File: config.mk
export PLATFORM = sky130hd
export DESIGN_NAME = ss2_cobs_rx_framer
export DESIGN_NICKNAME = d
export VERILOG_FILES = /design/src/rtl/ss2_cobs_rx_framer.sv
export SDC_FILE = /design/constraint.sdc
export NUM_CORES = 1
export LEC_CHECK = 0
export ABC_AREA = 1
export CAP_MARGIN = 20
export CORE_MARGIN = 2
export CORE_UTILIZATION = 40
export DETAILED_ROUTE_END_ITERATION = 8
export SKIP_LAST_GASP = 1
export SYNTH_ARGS = -nofsm -noshare
export SYNTH_HDL_FRONTEND = slang
export SYNTH_SLANG_ARGS = --single-unit
export TNS_END_PERCENT = 100
File: constraint.sdc
create_clock -name usb_clk -period 4.7 [get_ports usb_clk]
set_input_delay 1.175 -clock usb_clk [delete_from_list [all_inputs] [get_ports usb_clk]]
set_output_delay 1.175 -clock usb_clk [all_outputs]
set_load 0.02 [all_outputs]
File: src/rtl/ss2_cobs_rx_framer.sv
// SimpleSerial v2 receive framer: COBS-decodes UART bytes, checks the trailing CRC-8 and
// streams the payload. Define SS2_RX_TIMEOUT_EN to enable the inter-byte timeout abort.
module ss2_cobs_rx_framer #(
  parameter int unsigned pMAX_FRAME = 255,
  parameter logic [7:0]  pCRC_POLY  = 8'h4D,
  parameter int unsigned pTIMEOUT   = 65535
) (
  input  logic       usb_clk,
  input  logic       reset_i,
  input  logic [7:0] rx_data,
  input  logic       rx_valid,
  output logic [7:0] dout,
  output logic       dout_valid,
  output logic       frame_end,
  output logic       frame_ok,
  output logic [2:0] error_code,
  output logic [7:0] err_count,
  output logic       busy
);

  typedef enum logic [1:0] {StIdle, StCode, StData, StDiscard} state_e;

  localparam logic [2:0] ErrNone    = 3'd0;
  localparam logic [2:0] ErrShort   = 3'd1;
  localparam logic [2:0] ErrOver    = 3'd2;
  localparam logic [2:0] ErrCrc     = 3'd3;
  localparam logic [2:0] ErrTimeout = 3'd4;
  localparam logic [8:0] MaxCnt     = 9'(pMAX_FRAME);

  state_e     state_q;
  logic [7:0] code_q;
  logic [7:0] hold_q;
  logic       hold_full_q;
  logic [7:0] crc_q;
  logic [8:0] rem_q;
  logic [8:0] cnt_q;

  logic       rx_zero;
  logic       push_en;
  logic [7:0] push_byte;
  logic       over;
  logic       close_en;
  logic [2:0] close_err;
  logic       tmo_hit;

  function automatic logic [7:0] crc8_step(input logic [7:0] crc, input logic [7:0] b);
    logic [7:0] c;
    c = crc ^ b;
    for (int i = 0; i < 8; i++) c = c[7] ? ((c << 1) ^ pCRC_POLY) : (c << 1);
    return c;
  endfunction

`ifdef SS2_RX_TIMEOUT_EN
  localparam logic [15:0] TmoLim = 16'(pTIMEOUT);
  logic [15:0] tmr_q;

  always_ff @(posedge usb_clk) begin
    if (reset_i || rx_valid || state_q == StIdle) tmr_q <= '0;
    else                                          tmr_q <= tmr_q + 16'd1;
  end

  // A byte arriving on the expiry cycle wins over the timeout.
  assign tmo_hit = !rx_valid && (state_q != StIdle) && (tmr_q + 16'd1 == TmoLim);
`else
  logic unused_timeout;
  assign unused_timeout = ^pTIMEOUT;
  assign tmo_hit        = 1'b0;
`endif

  always_comb begin
    rx_zero   = (rx_data == 8'h00);
    // Decoded bytes: block data in DATA, the implicit zero when a new code follows a <255 block.
    push_en   = rx_valid && !rx_zero &&
                ((state_q == StData) || (state_q == StCode && code_q != 8'hFF));
    push_byte = (state_q == StData) ? rx_data : 8'h00;
    over      = push_en && (cnt_q >= MaxCnt);
    close_en  = 1'b0;
    close_err = ErrNone;
    if (tmo_hit) begin
      close_en  = 1'b1;
      close_err = ErrTimeout;
    end else if (rx_valid && rx_zero) begin
      unique case (state_q)
        StData: begin
          close_en  = 1'b1;
          close_err = ErrShort;
        end
        StCode: begin
          close_en = 1'b1;
          if (cnt_q < 9'd2)         close_err = ErrShort;
          else if (hold_q != crc_q) close_err = ErrCrc;
        end
        StDiscard: begin
          close_en  = 1'b1;
          close_err = ErrOver;
        end
        default: ;
      endcase
    end
  end

  always_ff @(posedge usb_clk) begin
    if (reset_i) begin
      state_q     <= StIdle;
      code_q      <= '0;
      hold_q      <= '0;
      hold_full_q <= 1'b0;
      crc_q       <= '0;
      rem_q       <= '0;
      cnt_q       <= '0;
      dout        <= '0;
      dout_valid  <= 1'b0;
      frame_end   <= 1'b0;
      frame_ok    <= 1'b0;
      error_code  <= ErrNone;
      err_count   <= '0;
    end else begin
      dout_valid <= 1'b0;
      frame_end  <= 1'b0;
      // The hold register keeps the newest decoded byte back so the CRC byte is never emitted.
      if (push_en && !over) begin
        if (hold_full_q) begin
          dout       <= hold_q;
          dout_valid <= 1'b1;
          crc_q      <= crc8_step(crc_q, hold_q);
        end
        hold_q      <= push_byte;
        hold_full_q <= 1'b1;
        cnt_q       <= cnt_q + 9'd1;
      end
      if (close_en) begin
        frame_end  <= 1'b1;
        frame_ok   <= (close_err == ErrNone);
        error_code <= close_err;
        if (close_err != ErrNone && err_count != 8'hFF) err_count <= err_count + 8'd1;
        state_q     <= StIdle;
        code_q      <= '0;
        hold_q      <= '0;
        hold_full_q <= 1'b0;
        crc_q       <= '0;
        rem_q       <= '0;
        cnt_q       <= '0;
      end else if (rx_valid && !rx_zero) begin
        unique case (state_q)
          StIdle, StCode: begin
            if (over) begin
              state_q <= StDiscard;
            end else begin
              code_q  <= rx_data;
              rem_q   <= {1'b0, rx_data} - 9'd1;
              state_q <= (rx_data > 8'd1) ? StData : StCode;
            end
          end
          StData: begin
            if (over) begin
              state_q <= StDiscard;
            end else begin
              rem_q <= rem_q - 9'd1;
              if (rem_q == 9'd1) state_q <= StCode;
            end
          end
          default: ;
        endcase
      end
    end
  end

  assign busy = (state_q != StIdle);

endmodule

# Word-level counts from Yosys, hierarchy flattened
# Index checks and enable logic that the tools add are counted.
dict set report word_totals {
  word_cells 91
  output_inout_bits 23
  input_bits 11
  ff_bits 67
}
dict set report classes {
  order_cmp 3
  muxes 25
  add_sub_neg 4
  n_eq_ne 10
  bitwise 11
  n_reduce_logical 25
}
# op n
set ops {}
lappend ops {{7-bit two-way mux} 8}
lappend ops {{4-bit inverter} 8}
lappend ops {{9-bit two-way mux} 2}
lappend ops {{9-bit case mux with 2 select lines} 1}
lappend ops {{8-bit inequality test, second input constant} 2}
lappend ops {{2-bit two-way mux} 5}
lappend ops {{9-bit by 1-bit adder with 9-bit output, second input constant} 1}
lappend ops {{9-bit by 1-bit == test with 1-bit output, second input constant} 1}
lappend ops {{9-bit by 8-bit greater-or-equal comparator with 1-bit output, second input constant} 1}
lappend ops {{9-bit by 2-bit less-than comparator with 1-bit output, second input constant} 1}
lappend ops {{3-bit case mux with 3 select lines} 1}
lappend ops {{8-bit by 1-bit subtractor with 9-bit output, second input constant} 1}
lappend ops {{9-bit by 1-bit subtractor with 9-bit output, second input constant} 1}
lappend ops {{8-bit by 1-bit adder with 8-bit output, second input constant} 1}
lappend ops {{8-bit by 1-bit greater-than comparator with 1-bit output, second input constant} 1}
lappend ops {{8-bit logical NOT} 1}
lappend ops {{8-bit two-way mux} 1}
lappend ops {{8-bit inequality test} 1}
lappend ops {{8-bit bitwise XOR} 1}
lappend ops {{1-bit logical AND} 7}
lappend ops {{3-bit two-way mux} 2}
lappend ops {{3-bit AND reduction} 2}
lappend ops {{2-bit OR reduction} 3}
lappend ops {{2-bit == test, second input constant} 2}
lappend ops {{15 further kinds} 23}

# Depth between registers and ports, before layout
dict set report depth {
  word_depth 17
  mapped_depth 15
  mapped_depth_nobuf 15
}

# Least setup slack after synthesis
# No wires, ideal clock.
dict set report synth_timing {
  path_type {input to register}
  startpoint {input rx_data[6]}
  endpoint {register cnt_q[3]}
  required_time_ps 4585
  arrival_ps 2315
  n_path_buf 1
  path_slack_ps 2270
  setup_ps 115
  cell_stages 11
  path_cell_list {or2_0 nor2_1 nand3_2 nor2_2 nand2_1 inv_1 nor2_4 inv_2 buf_4 a21oi_1 o21a_1}
}
dict set report synth_via {
  elab_chain_cells 7
  word_cells_on_any_way 10
  classes_between {mux (1); reduce/logical (9)}
}
# item line
set synth_lines {}
lappend synth_lines {{from (decl)} 10} ;# input logic [7:0] rx_data,
lappend synth_lines {{8-bit logical NOT (*)} 71} ;# rx_zero = (rx_data == 8'h00);
lappend synth_lines {{1-bit logical NOT} 73} ;# push_en = rx_valid && !rx_zero &&
lappend synth_lines {{1-bit logical AND (2 in series)} 73}
lappend synth_lines {{1-bit logical AND} 76} ;# over = push_en && (cnt_q >= MaxCnt);
lappend synth_lines {{1-bit logical NOT} 121} ;# if (push_en && !over) begin
lappend synth_lines {{1-bit logical AND} 121}
lappend synth_lines {{to (signal assigned)} 129} ;# cnt_q <= cnt_q + 9'd1;
lappend synth_lines {{to (decl)} 36} ;# logic [8:0] cnt_q;
# Mark *: on every way between the ends. The rest lies on a longest branch, timed or not.
# A chain may end at the register's enable or synchronous reset.

# Worst setup path in the final report
dict set report layout_timing {
  startpoint {input rx_data[0]}
  endpoint {register crc_q[5]}
}
dict set report layout_via {
  elab_chain_cells 8
  word_cells_on_any_way 11
  classes_between {mux (1); reduce/logical (10)}
}
# item line
set layout_lines {}
lappend layout_lines {{8-bit logical NOT (*)} 71}
lappend layout_lines {{1-bit logical NOT} 73}
lappend layout_lines {{1-bit logical AND (2 in series)} 73}
lappend layout_lines {{1-bit logical AND} 76}
lappend layout_lines {{1-bit logical NOT} 121}
lappend layout_lines {{1-bit logical AND} 121}
lappend layout_lines {{2-bit AND reduction (no line)} -}
lappend layout_lines {{to (signal assigned)} 125} ;# crc_q <= crc8_step(crc_q, hold_q);
lappend layout_lines {{to (decl)} 34} ;# logic [7:0] crc_q;
# Marked as above.

==> impl_metrics.toml <==
[timing]
tns_ns = 0
final_max_slew_viol_count = 0
worst_pin_slew_ns = 0.589
fin_crit_sh_pct = 72.0
fin_skew_ns = 0.00645
fin_crit_ns = 3.38
max_slew_margin_pct = 60.7
rsz0062_at_grt = "no"
hold_violations = 0
setup_viol = 0
fmax_ghz = 0.296

[worst_setup_path]
critical_path.cell_chain = "clkdlybuf4s50_1 > inv_1 > ha_1 > nand3_2 > nand2_1 > inv_1 > nand3_4 > nor2_4 > inv_2 > o21ai_0 > a21oi_1"
critPathMaxStageDelay_ns = 0.57
crit_type = "in2reg"
crit_path_start_kind = "input pin"
critPathRequiredTime_ns = 4.93
r2r_slack_ns = 2.02
arrival_ns = 3.61
crit_fanout = 25
crit_path_top_delay_cell = "clkdlybuf4s50_1"
end_kind = "register"
crit_top_cell = "inv_1"
crit_family = "buffers and inverters"
crit_buf_inv = 4

[status]
outcome = "complete, no violations"

[power]
switching_share_pct = 33.2
p_switching_uw = 470
p_seq_share_pct = 43.4
p_int_uw = 944
p_per_area_mw_per_mm2 = 343
p_leak_nw = 1.74
vdd_drop_max_uv = 156
p_comb_share_pct = 23.7
clkPwrFrac_pct = 32.9

[clocking]
cts_made_buffers = 9
cts_buffer_depth = 2
cts-root-buf = "clkbuf_8"
clkSinkCount = 66
clkTransAtPathRegs_ns = 0.07
cts_tree = "yes"
htreeDepth = 3
cts_hold_buf = 0
cts_resized = 0
worstSkewPairLatency_ns = 0.34
post_cts_buffers = 0

[global_routing]
first_global_vias = 3092
grtUsageTotal_pct = 18.8
grt_pass1_wl_mm = 14.7
grt_max_degree = 28
antenna_found_initial = 0
gr-total-overflow = 0

[place]
routabilityCongestion = 0.946
placed_cell_area_mm2 = 0.00394
dpl.hpwl_mm = 6.42
dp.cells = 650
port_buffers = 32

[route]
drc = 0
wl_mm = 8.58
drt_iter0_markers = 186
wl_per_cell_um = 12.9
viasPerCell = 4.95
vias = 3297
drtAntennaViolNets = 0
drtPass1Iterations = 4

[logic_synthesis]
ys_warn_count = 0
synth_cell_types = 40
synth_edf_count = 0
ys.flop_type = "dfxtp_1"
ys_seq_area_share_pct = 37.1
synth_top_area_share_pct = 37.1
yosys-top-cells-area = "dfxtp_1 37%, nand2_1 12%, a21oi_1 7.3%, nor2_1 7.1%, inv_1 6.9%"
syn_area_mm2 = 0.00356
async_flop_share_pct = 0
yosysTopAreaCell = "dfxtp_1"
synthCells = 522
synthesis.nets = 541
synth-seq-cells = 66
syn_area_per_cell_um2 = 6.82

[final_layout]
syn_to_final_growth_pct = 15.9
diodes = 0
fin_cells = 666
drive_gt1_share_pct = 6.09
design_area_mm2 = 0.00413
num-nets-final = 572

[die]
dieArea_mm2 = 0.00967
rows = 34
ios = 34
core_mm2 = 0.00868
start_util_pct = 41.0
die_h_um = 98.4
die_x_um = 98.4

[run]
cap_violations = 0

[hold_path]
hold_path_class = "reg2reg"
cell usage after synthesis (all sizes together), types with 2 or more instances:
| cell | count |
|---|---|
| nand3b | 2 |
| nand3 | 28 |
| nor3 | 7 |
| xnor2 | 6 |
| clkbuf | 4 |
| buf | 9 |
| o22ai | 2 |
| xor2 | 7 |
| o21a | 2 |
| or2 | 2 |
| nand2 | 116 |
| nor2 | 72 |
| inv | 69 |
| o21ai | 41 |
| nand4 | 10 |
| o31ai | 2 |
| a21oi | 52 |
| o21bai | 2 |
| a211oi | 8 |
| ha | 8 |
| dfxtp | 66 |
worst min-delay path, stage by stage (launching register included):
cell	delay (ns)
dfxtp_1	0.32
inv_1	0.05
a21oi_1	0.05
power groups by stage:
stage | combinational (mW) | sequential, mW | clock (mW)
after CTS | 0.334 | 0.614 | 0.482
after global routing | 0.381 | 0.619 | 0.502
after detailed placement | 0.333 | 0.626 | 0
after global placement | 0.331 | 0.626 | 0
final | 0.335 | 0.614 | 0.465
after floorplan | 0.252 | 0.623 | 0
cells by family after synthesis:
| family | synth area share [%] |
|---|---|
| and+or+nand+nor | 29.9 |
| AOI/OAI and AO/OA | 17.1 |
| buffers and inverters | 9.56 |
| DFF | 37.1 |
| xor gates and xnor gates | 3.20 |
| adders and majority gates | 2.81 |
| other | 0.105 |
| muxes | 0.281 |
flip-flops by register name (all words and copies together) (netlist names), 2 cells and up:
register	cells
cnt_q	9
code_q	8
crc_q	8
dout	8
err_count	8
error_code	2
hold_q	8
rem_q	9
state_q	2
per-stage QoR:
stage	util [%]	power (mW)	worst slack (ns)	hold slack, ns
after floorplan	-	0.875	2.27	0.443
after global placement	45.4	0.958	1.07	0.449
after detailed placement	45.4	0.959	0.974	0.452
after CTS	47.6	1.43	1.34	0.470
after global routing	47.6	1.50	1.06	0.486
final	47.6	1.41	1.32	0.468
placed cells by master, fill, tap and decap left out, drive strengths merged:
| cell | Yosys | routed |
|---|---|---|
| a211oi | 8 | 8 |
| a21o | 1 | 1 |
| a21oi | 52 | 52 |
| a22o | 1 | 1 |
| and2 | 1 | 1 |
| buf | 9 | 1 |
| bufinv | 0 | 1 |
| clkbuf | 4 | 10 |
| clkdlybuf4s50 | 0 | 32 |
| clkinv | 0 | 4 |
| clkinvlp | 0 | 1 |
| conb | 1 | 1 |
| dfxtp | 66 | 66 |
| ha | 8 | 8 |
| inv | 69 | 69 |
| mux2i | 1 | 1 |
| nand2 | 116 | 116 |
| nand3 | 28 | 28 |
| nand3b | 2 | 2 |
| nand4 | 10 | 10 |
| nor2 | 72 | 72 |
| nor3 | 7 | 7 |
| nor4 | 1 | 1 |
| o2111ai | 1 | 1 |
| o21a | 2 | 2 |
| o21ai | 41 | 41 |
| o21bai | 2 | 2 |
| o22ai | 2 | 2 |
| o31ai | 2 | 2 |
| or2 | 2 | 2 |
| xnor2 | 6 | 6 |
| xor2 | 7 | 7 |
layout make-up:
type | instances | area (µm²)
clock inverters | 6 | 57.6
inverters | 69 | 259
fillers | 900 | 4550
multi-input cells | 374 | 1900
clock buffers | 10 | 128
repair buffers | 33 | 328
well taps | 108 | 135
flip-flops and latches | 66 | 1320
per-layer routing:
metal	GRT usage, %	vias up	share of wire (%)
li1	-	1751	-
met1	25.7	1473	50
met2	29.4	62	45
met3	3.72	11	3.8
met4	6.95	0	1.5
met5	0	-	0
final timing paths:
path,startpoint,endpoint,depth (start not counted)
min,cnt_q[7]$_SDFFE_PP0P_,cnt_q[7]$_SDFFE_PP0P_,2
max,rx_data[0],crc_q[5]$_SDFFE_PP0P_,11
max reg2reg,state_q[1]$_SDFFE_PP0P_,crc_q[5]$_SDFFE_PP0P_,9
min reg2reg,cnt_q[7]$_SDFFE_PP0P_,cnt_q[7]$_SDFFE_PP0P_,2
Power figures use the tool's default switching activity.
